`src/rtl/stage_mem_pkg.sv`:
```
// Shared core definitions for the memory stage: opcodes, funct3 width codes,
// FSM state type and byte-lane helpers.
package stage_mem_pkg;

  localparam logic [6:0] OPC_LOAD  = 7'b0000011;
  localparam logic [6:0] OPC_STORE = 7'b0100011;

  localparam logic [2:0] F3_B  = 3'b000;
  localparam logic [2:0] F3_H  = 3'b001;
  localparam logic [2:0] F3_W  = 3'b010;
  localparam logic [2:0] F3_BU = 3'b100;
  localparam logic [2:0] F3_HU = 3'b101;

  localparam logic [1:0] SZ_B = 2'b00;
  localparam logic [1:0] SZ_H = 2'b01;

  typedef enum logic {
    S_IDLE,
    S_BUSY
  } mem_state_e;

  function automatic logic [3:0] lane_sel(input logic [1:0] size, input logic [1:0] addr_lo);
    case (size)
      SZ_B:    return 4'b0001 << addr_lo;
      SZ_H:    return 4'b0011 << addr_lo;
      default: return 4'b1111;
    endcase
  endfunction

  function automatic logic [31:0] store_lanes(input logic [1:0] size, input logic [31:0] data);
    case (size)
      SZ_B:    return {4{data[7:0]}};
      SZ_H:    return {2{data[15:0]}};
      default: return data;
    endcase
  endfunction

  function automatic logic misaligned(input logic [1:0] size, input logic [1:0] addr_lo);
    case (size)
      SZ_B:    return 1'b0;
      SZ_H:    return addr_lo[0];
      default: return |addr_lo;
    endcase
  endfunction

endpackage

```
`src/rtl/stage_mem_load_align.sv`:
```
// Load data alignment: shifts the addressed lane down and sign/zero-extends
// according to the load width.
module mem_load_align
  import stage_mem_pkg::*;
(
  input  logic [31:0] rdata_i,
  input  logic [1:0]  addr_lo_i,
  input  logic [2:0]  funct3_i,
  output logic [31:0] data_o
);

  logic [31:0] shifted;

  always_comb begin
    shifted = rdata_i >> {addr_lo_i, 3'b000};
    case (funct3_i)
      F3_B:    data_o = {{24{shifted[7]}}, shifted[7:0]};
      F3_H:    data_o = {{16{shifted[15]}}, shifted[15:0]};
      F3_BU:   data_o = {24'h0, shifted[7:0]};
      F3_HU:   data_o = {16'h0, shifted[15:0]};
      F3_W:    data_o = shifted;
      default: data_o = shifted;
    endcase
  end

endmodule

```
`src/rtl/stage_mem.sv`:
```
// Pipeline memory stage: issues LOAD/STORE on the data bus, stalls upstream
// until response, aligns load data. STAGE_MEM_ACCESS_FAULT_EN enables e_access_fault_o.
module stage_mem
  import stage_mem_pkg::*;
#(
  parameter int unsigned ACK_TIMEOUT = 255
) (
  input  logic        clk_i,
  input  logic        rst_i,
  input  logic        valid_i,
  input  logic [31:0] pc_i,
  input  logic [31:0] instruction_i,
  input  logic [31:0] alu_d_i,
  input  logic [31:0] st_data_i,
  input  logic        kill_i,
  input  logic        e_illegal_inst_i,
  input  logic        e_inst_addr_mis_i,
  output logic [31:0] dbus_addr_o,
  output logic [31:0] dbus_dat_o,
  output logic [3:0]  dbus_sel_o,
  output logic        dbus_we_o,
  output logic        dbus_cyc_o,
  input  logic [31:0] dbus_dat_i,
  input  logic        dbus_ack_i,
  input  logic        dbus_err_i,
  output logic        stall_o,
  output logic        valid_o,
  output logic [31:0] pc_o,
  output logic [31:0] instruction_o,
  output logic [2:0]  funct3_o,
  output logic [31:0] alu_d_o,
  output logic [31:0] mem_d_o,
  output logic        e_illegal_inst_o,
  output logic        e_inst_addr_mis_o,
  output logic        e_ld_addr_mis_o,
  output logic        e_st_addr_mis_o,
  output logic        e_access_fault_o
);

  localparam int unsigned CNT_W = (ACK_TIMEOUT < 2) ? 1 : $clog2(ACK_TIMEOUT + 1);

  mem_state_e       state;
  logic [CNT_W-1:0] cnt;
  logic [6:0]       opcode;
  logic [2:0]       funct3;
  logic [1:0]       size;
  logic             is_load, is_store, addr_mis, up_flag;
  logic             start, timeout, fail, done;
  logic [31:0]      load_data;

  // pc/instruction/address are captured when the transfer starts, so the
  // aligner works from the registered copies while BUSY.
  mem_load_align u_align (
    .rdata_i   (dbus_dat_i),
    .addr_lo_i (alu_d_o[1:0]),
    .funct3_i  (funct3_o),
    .data_o    (load_data)
  );

  always_comb begin
    opcode   = instruction_i[6:0];
    funct3   = instruction_i[14:12];
    size     = funct3[1:0];
    is_load  = (opcode == OPC_LOAD);
    is_store = (opcode == OPC_STORE);
    addr_mis = misaligned(size, alu_d_i[1:0]);
    up_flag  = e_illegal_inst_i || e_inst_addr_mis_i;
    start    = (state == S_IDLE) && valid_i && (is_load || is_store) &&
               !addr_mis && !up_flag && !kill_i;
    timeout  = (ACK_TIMEOUT != 0) && (cnt == CNT_W'(ACK_TIMEOUT - 1));
    // An ack arriving in the last allowed cycle wins over the timeout.
    fail     = dbus_err_i || (timeout && !dbus_ack_i);
    done     = dbus_ack_i || fail || kill_i;
    stall_o  = rst_i && (start || ((state == S_BUSY) && !done));
  end

`ifndef STAGE_MEM_ACCESS_FAULT_EN
  assign e_access_fault_o = 1'b0;
`endif

  always_ff @(posedge clk_i or negedge rst_i) begin
    if (!rst_i) begin
      state             <= S_IDLE;
      cnt               <= '0;
      dbus_addr_o       <= '0;
      dbus_dat_o        <= '0;
      dbus_sel_o        <= '0;
      dbus_we_o         <= 1'b0;
      dbus_cyc_o        <= 1'b0;
      valid_o           <= 1'b0;
      pc_o              <= '0;
      instruction_o     <= '0;
      funct3_o          <= '0;
      alu_d_o           <= '0;
      mem_d_o           <= '0;
      e_illegal_inst_o  <= 1'b0;
      e_inst_addr_mis_o <= 1'b0;
      e_ld_addr_mis_o   <= 1'b0;
      e_st_addr_mis_o   <= 1'b0;
`ifdef STAGE_MEM_ACCESS_FAULT_EN
      e_access_fault_o  <= 1'b0;
`endif
    end else begin
      unique case (state)
        S_IDLE: begin
          cnt               <= '0;
          pc_o              <= pc_i;
          instruction_o     <= instruction_i;
          funct3_o          <= funct3;
          alu_d_o           <= alu_d_i;
          mem_d_o           <= '0;
          valid_o           <= valid_i && !kill_i && !start;
          e_illegal_inst_o  <= 1'b0;
          e_inst_addr_mis_o <= 1'b0;
          e_ld_addr_mis_o   <= 1'b0;
          e_st_addr_mis_o   <= 1'b0;
`ifdef STAGE_MEM_ACCESS_FAULT_EN
          e_access_fault_o  <= 1'b0;
`endif
          if (start) begin
            state       <= S_BUSY;
            dbus_cyc_o  <= 1'b1;
            dbus_addr_o <= {alu_d_i[31:2], 2'b00};
            dbus_sel_o  <= lane_sel(size, alu_d_i[1:0]);
            dbus_dat_o  <= store_lanes(size, st_data_i);
            dbus_we_o   <= is_store;
          end else if (valid_i && !kill_i) begin
            e_illegal_inst_o  <= e_illegal_inst_i;
            e_inst_addr_mis_o <= !e_illegal_inst_i && e_inst_addr_mis_i;
            e_ld_addr_mis_o   <= !up_flag && is_load && addr_mis;
            e_st_addr_mis_o   <= !up_flag && is_store && addr_mis;
          end
        end
        S_BUSY: begin
          if (kill_i) begin
            state      <= S_IDLE;
            dbus_cyc_o <= 1'b0;
            dbus_we_o  <= 1'b0;
            valid_o    <= 1'b0;
          end else if (done) begin
            state      <= S_IDLE;
            dbus_cyc_o <= 1'b0;
            dbus_we_o  <= 1'b0;
            valid_o    <= 1'b1;
            mem_d_o    <= (fail || dbus_we_o) ? '0 : load_data;
`ifdef STAGE_MEM_ACCESS_FAULT_EN
            e_access_fault_o <= fail;
`endif
          end else if (cnt != CNT_W'(ACK_TIMEOUT)) begin
            cnt <= cnt + 1'b1;
          end
        end
      endcase
    end
  end

endmodule

```
`config.mk`:
```
export PLATFORM = sky130hd
export DESIGN_NAME = stage_mem
export DESIGN_NICKNAME = d
export VERILOG_FILES = /design/src/rtl/stage_mem_pkg.sv /design/src/rtl/stage_mem_load_align.sv /design/src/rtl/stage_mem.sv
export SDC_FILE = /design/constraint.sdc
export NUM_CORES = 1
export LEC_CHECK = 0
export CORE_MARGIN = 2
export CORE_UTILIZATION = 44
export DETAILED_ROUTE_END_ITERATION = 7
export PLACE_DENSITY = 0.9
export SYNTH_ARGS = -nofsm -noshare
export SYNTH_HDL_FRONTEND = slang
export SYNTH_SLANG_ARGS = --single-unit
```
`constraint.sdc`:
```
create_clock -name clk_i -period 2 [get_ports clk_i]
set_input_delay 0.2 -clock clk_i [delete_from_list [all_inputs] [get_ports clk_i]]
set_output_delay 0.2 -clock clk_i [all_outputs]
set_load 0.05 [all_outputs]
```
==> flow_summary.toml <==
[yosys]
yosys_warnings = 0
syn-instance-count = 797
synth_ff_type = "dfrtp_1"
ys_async_sr_fraction = 1.00
synth_edf_count = 0
ys_seq_elements = 210
ys_top_cells_by_count = "dfrtp_1 (210), nand2_1 (158), mux2_2 (95), mux2i_1 (41), a21oi_1 (40)"
synth.most_common_cell = "dfrtp_1"
ys_seq_area_frac = 0.567
ys_types = 52
yosysTopAreaCellShare = 0.567
synth_largest_area_cell = "dfrtp_1"
syn-cell-area_mm2 = 0.00927
synthTopCellsByArea = "dfrtp_1 (57%), mux2_2 (12%), nand2_1 (6.4%)"
syn_avg_cell_area_um2 = 11.6

[flow_run]
cap_violations = 0

[finish]
syn_to_final_growth_pct = 60.4
fillCellCount = 1369
nNetsFinal = 1380
finish.utilization = 0.714
drive_gt1_frac = 0.201

[drt]
routed_via_density = 5.35
drt_pass1_iterations = 6
ant_nets = 0
routed_wl_um = 31900
num_vias = 8023
drt_iter0_drc = 308
wl_per_cell_um = 21.3
drc = 0

[setup_path]
worstRegToRegCells = 9
crit_path_top_delay_cell = "dfrtp_1"
critical_path_class = "register to output port"
critPathArrivalTime_ns = 2.02
r2r_end = "mem_d_o[19]"
worstPathRequired_ns = 1.80
reg2reg_from = "cnt[0]"
cp-start-kind = "register"
crit_family = "simple AND/OR/NAND/NOR gates"
cp-end-kind = "output port"
worst-path-buf-inv = 2
cpPeakStageDelay_ns = 0.39
cp_max_fo = 2
reg2reg_slack_ns = -0.13
cp_cell_sequence = "inv_1, ha_2, nand4b_1, o211ai_1, nand2_2, and2_4, buf_8"

[timing]
fin_skew_ns = 0.00752
timing.fmax_mhz = 449
rsz0062_at_grt = "true"
period_share = 1.11
whs_ns = 0.258
worst_pin_slew_ns = 0.792
slew_violations = 0
setup_viol = 12
hold_viol = 0
slew_headroom = 0.472
setup_ws_ns = -0.225
period_minus_slack_ns = 2.22

[power]
ir_drop_uv = 726
powerDensity_mw_per_mm2 = 713
p_leak_nw = 6.50

[place]
portBuffers = 372
place.gp.congestion = 0.865
hpwl_um = 21600
place_ws_ns = -0.204

[clock_tree]
clk_pin_slew_ns = 0.06
cts_tree = "yes"
ctsHtreeMaxLevel = 1
cts_max_path_buffers = 3
clock-sinks = 210
cts_buffers = 23
insertion_delay_ns = 0.50
cts_root_buf = "clkbuf_16"

[floorplanning]
die_h_um = 149
core_region_area_mm2 = 0.0208
rows = 53
dieArea_mm2 = 0.0222
initial_core_util = 0.445
die-width_um = 149
ios = 376

[hold_path]
worstHoldPathCells = 3
hold_path.class = "primary input to register"
min_to = "dbus_addr_o[11]"
holdCritStartpoint = "alu_d_i[11]"

[grt]
grt_pass1_vias = 8446
grt_use_total = 0.270
grt_max_degree = 137
antenna_found_initial = 1
overflow = 0
grt_pass1_wl_um = 46600

[run_status]
violations = "negative setup slack"
outcome = "finished, violations left"
-- stage by stage --
| step | cell area, µm² | cells | setup TNS (ns) | total power [W] |
|---|---|---|---|---|
| 2_1_floorplan | 9280 | 799 | 0 | 0.00533 |
| 3_3_place_gp | 13600 | 1437 | -2.31 | 0.00618 |
| 3_5_place_dp | 13600 | 1437 | -6.53 | 0.00622 |
| 4_1_cts | 14500 | 1488 | -0.264 | 0.0106 |
| 5_1_grt | 14900 | 1498 | -2.19 | 0.0109 |
| 6_report | 14900 | 1499 | -0.833 | 0.0106 |
-- cell type report --
class / count / area [µm²] / share of cell area
flip-flops and latches: 210 / 5260 / 0.354
diodes: 1 / 2.50 / 0.000168
clock buffers: 35 / 681 / 0.0458
repair buffers: 444 / 4500 / 0.303
inverters: 6 / 22.5 / 0.00151
clock inverters: 3 / 90.1 / 0.00606
multi-input cells: 525 / 3970 / 0.267
well taps: 275 / 344 / 0.0231
-- layer usage --
metal,GRT usage,share of wire,vias up,wire [µm]
met5,0,0,-,0
met4,0.103,0.041,0,1320
met3,0.102,0.099,90,3160
met2,0.478,0.51,364,16300
met1,0.293,0.35,3963,11100
li1,-,-,3606,-
-- logic make-up (layout without fill, tap and decap cells) --
family / count (synthesis) / after routing / share of synthesized area
mux: 137 / 137 / 0.162
simple gates: 230 / 230 / 0.108
flops: 210 / 210 / 0.567
other cells: 1 / 4 / 0.000405
xor+xnor: 2 / 2 / 0.00189
fa+ha+maj: 2 / 2 / 0.00270
compound gates: 151 / 151 / 0.123
buf+inv: 64 / 488 / 0.0350
-- power breakdown --
part,internal (W),total [W],switching [W]
clock,0.00271,0.00441,0.00170
combinational,0.000737,0.00173,0.000996
sequential,0.00438,0.00446,0.0000813
total,0.00782,0.0106,0.00278
-- flip-flops by register name, summed over array words and instances (netlist names), 4 cells and up --
name and count:
alu_d_o 32, cnt 8, dbus_dat_o 32, dbus_sel_o 4, dbus_addr_o 30, pc_o 32
instruction_o 32, mem_d_o 32
-- worst min-delay path: stages --
cell	delay [ns]
clkdlybuf4s50_1	0.41
nand2_1	0.06
nand2_1	0.04
-- what timing repair did --
item,4_1_cts,5_1_grt
cloned,0,2
resized for setup,24,27
hold buffers,1,0
hold endpoints to repair,210,0
pin swaps,3,21
buffers inserted,12,12
endpoints found under the setup margin,9,24
-- how the worst max path moves through the flow --
stage | to | from | cells past startpoint | slack (ns)
floorplan | mem_d_o[21] | instruction_o[12] | 6 | 0.03
global placement | mem_d_o[5] | kill_i | 6 | -0.18
CTS | stall_o | cnt[0] | 7 | -0.21
global route | stall_o | cnt[0] | 7 | -0.37
finish | stall_o | cnt[0] | 7 | -0.22
detailed placement | valid_o | instruction_i[13] | 7 | -0.20
-- cells in the final DEF (no fill, tap or decap), types with 3 or more instances in the layout --
master	Yosys	layout
clkdlybuf4s50_1	0	362
dfrtp_1	210	208
nand2_1	158	155
mux2_2	95	95
buf_4	8	53
mux2i_1	41	41
a21oi_1	40	40
nor2_1	33	32
o21ai_0	28	26
clkbuf_16	0	25
buf_12	0	14
nor2b_1	9	9
o41ai_2	16	9
a21boi_0	8	8
o21a_1	8	8
a211oi_1	8	8
a21o_1	8	8
o41ai_4	0	7
inv_1	6	6
or3_1	6	6
o2bb2ai_1	6	6
a2111oi_4	0	6
clkbuf_8	0	6
clkbuf_1	23	6
buf_6	4	5
dlygate4sd2_1	0	4
nor3_1	3	3
nand2_2	0	3
nand3_1	3	3
nand3b_1	3	3
a31oi_1	3	3
a22o_1	3	3
conb_1	1	3
bufinv_16	0	3
buf_8	0	3
Power figures use the tool's default switching activity.
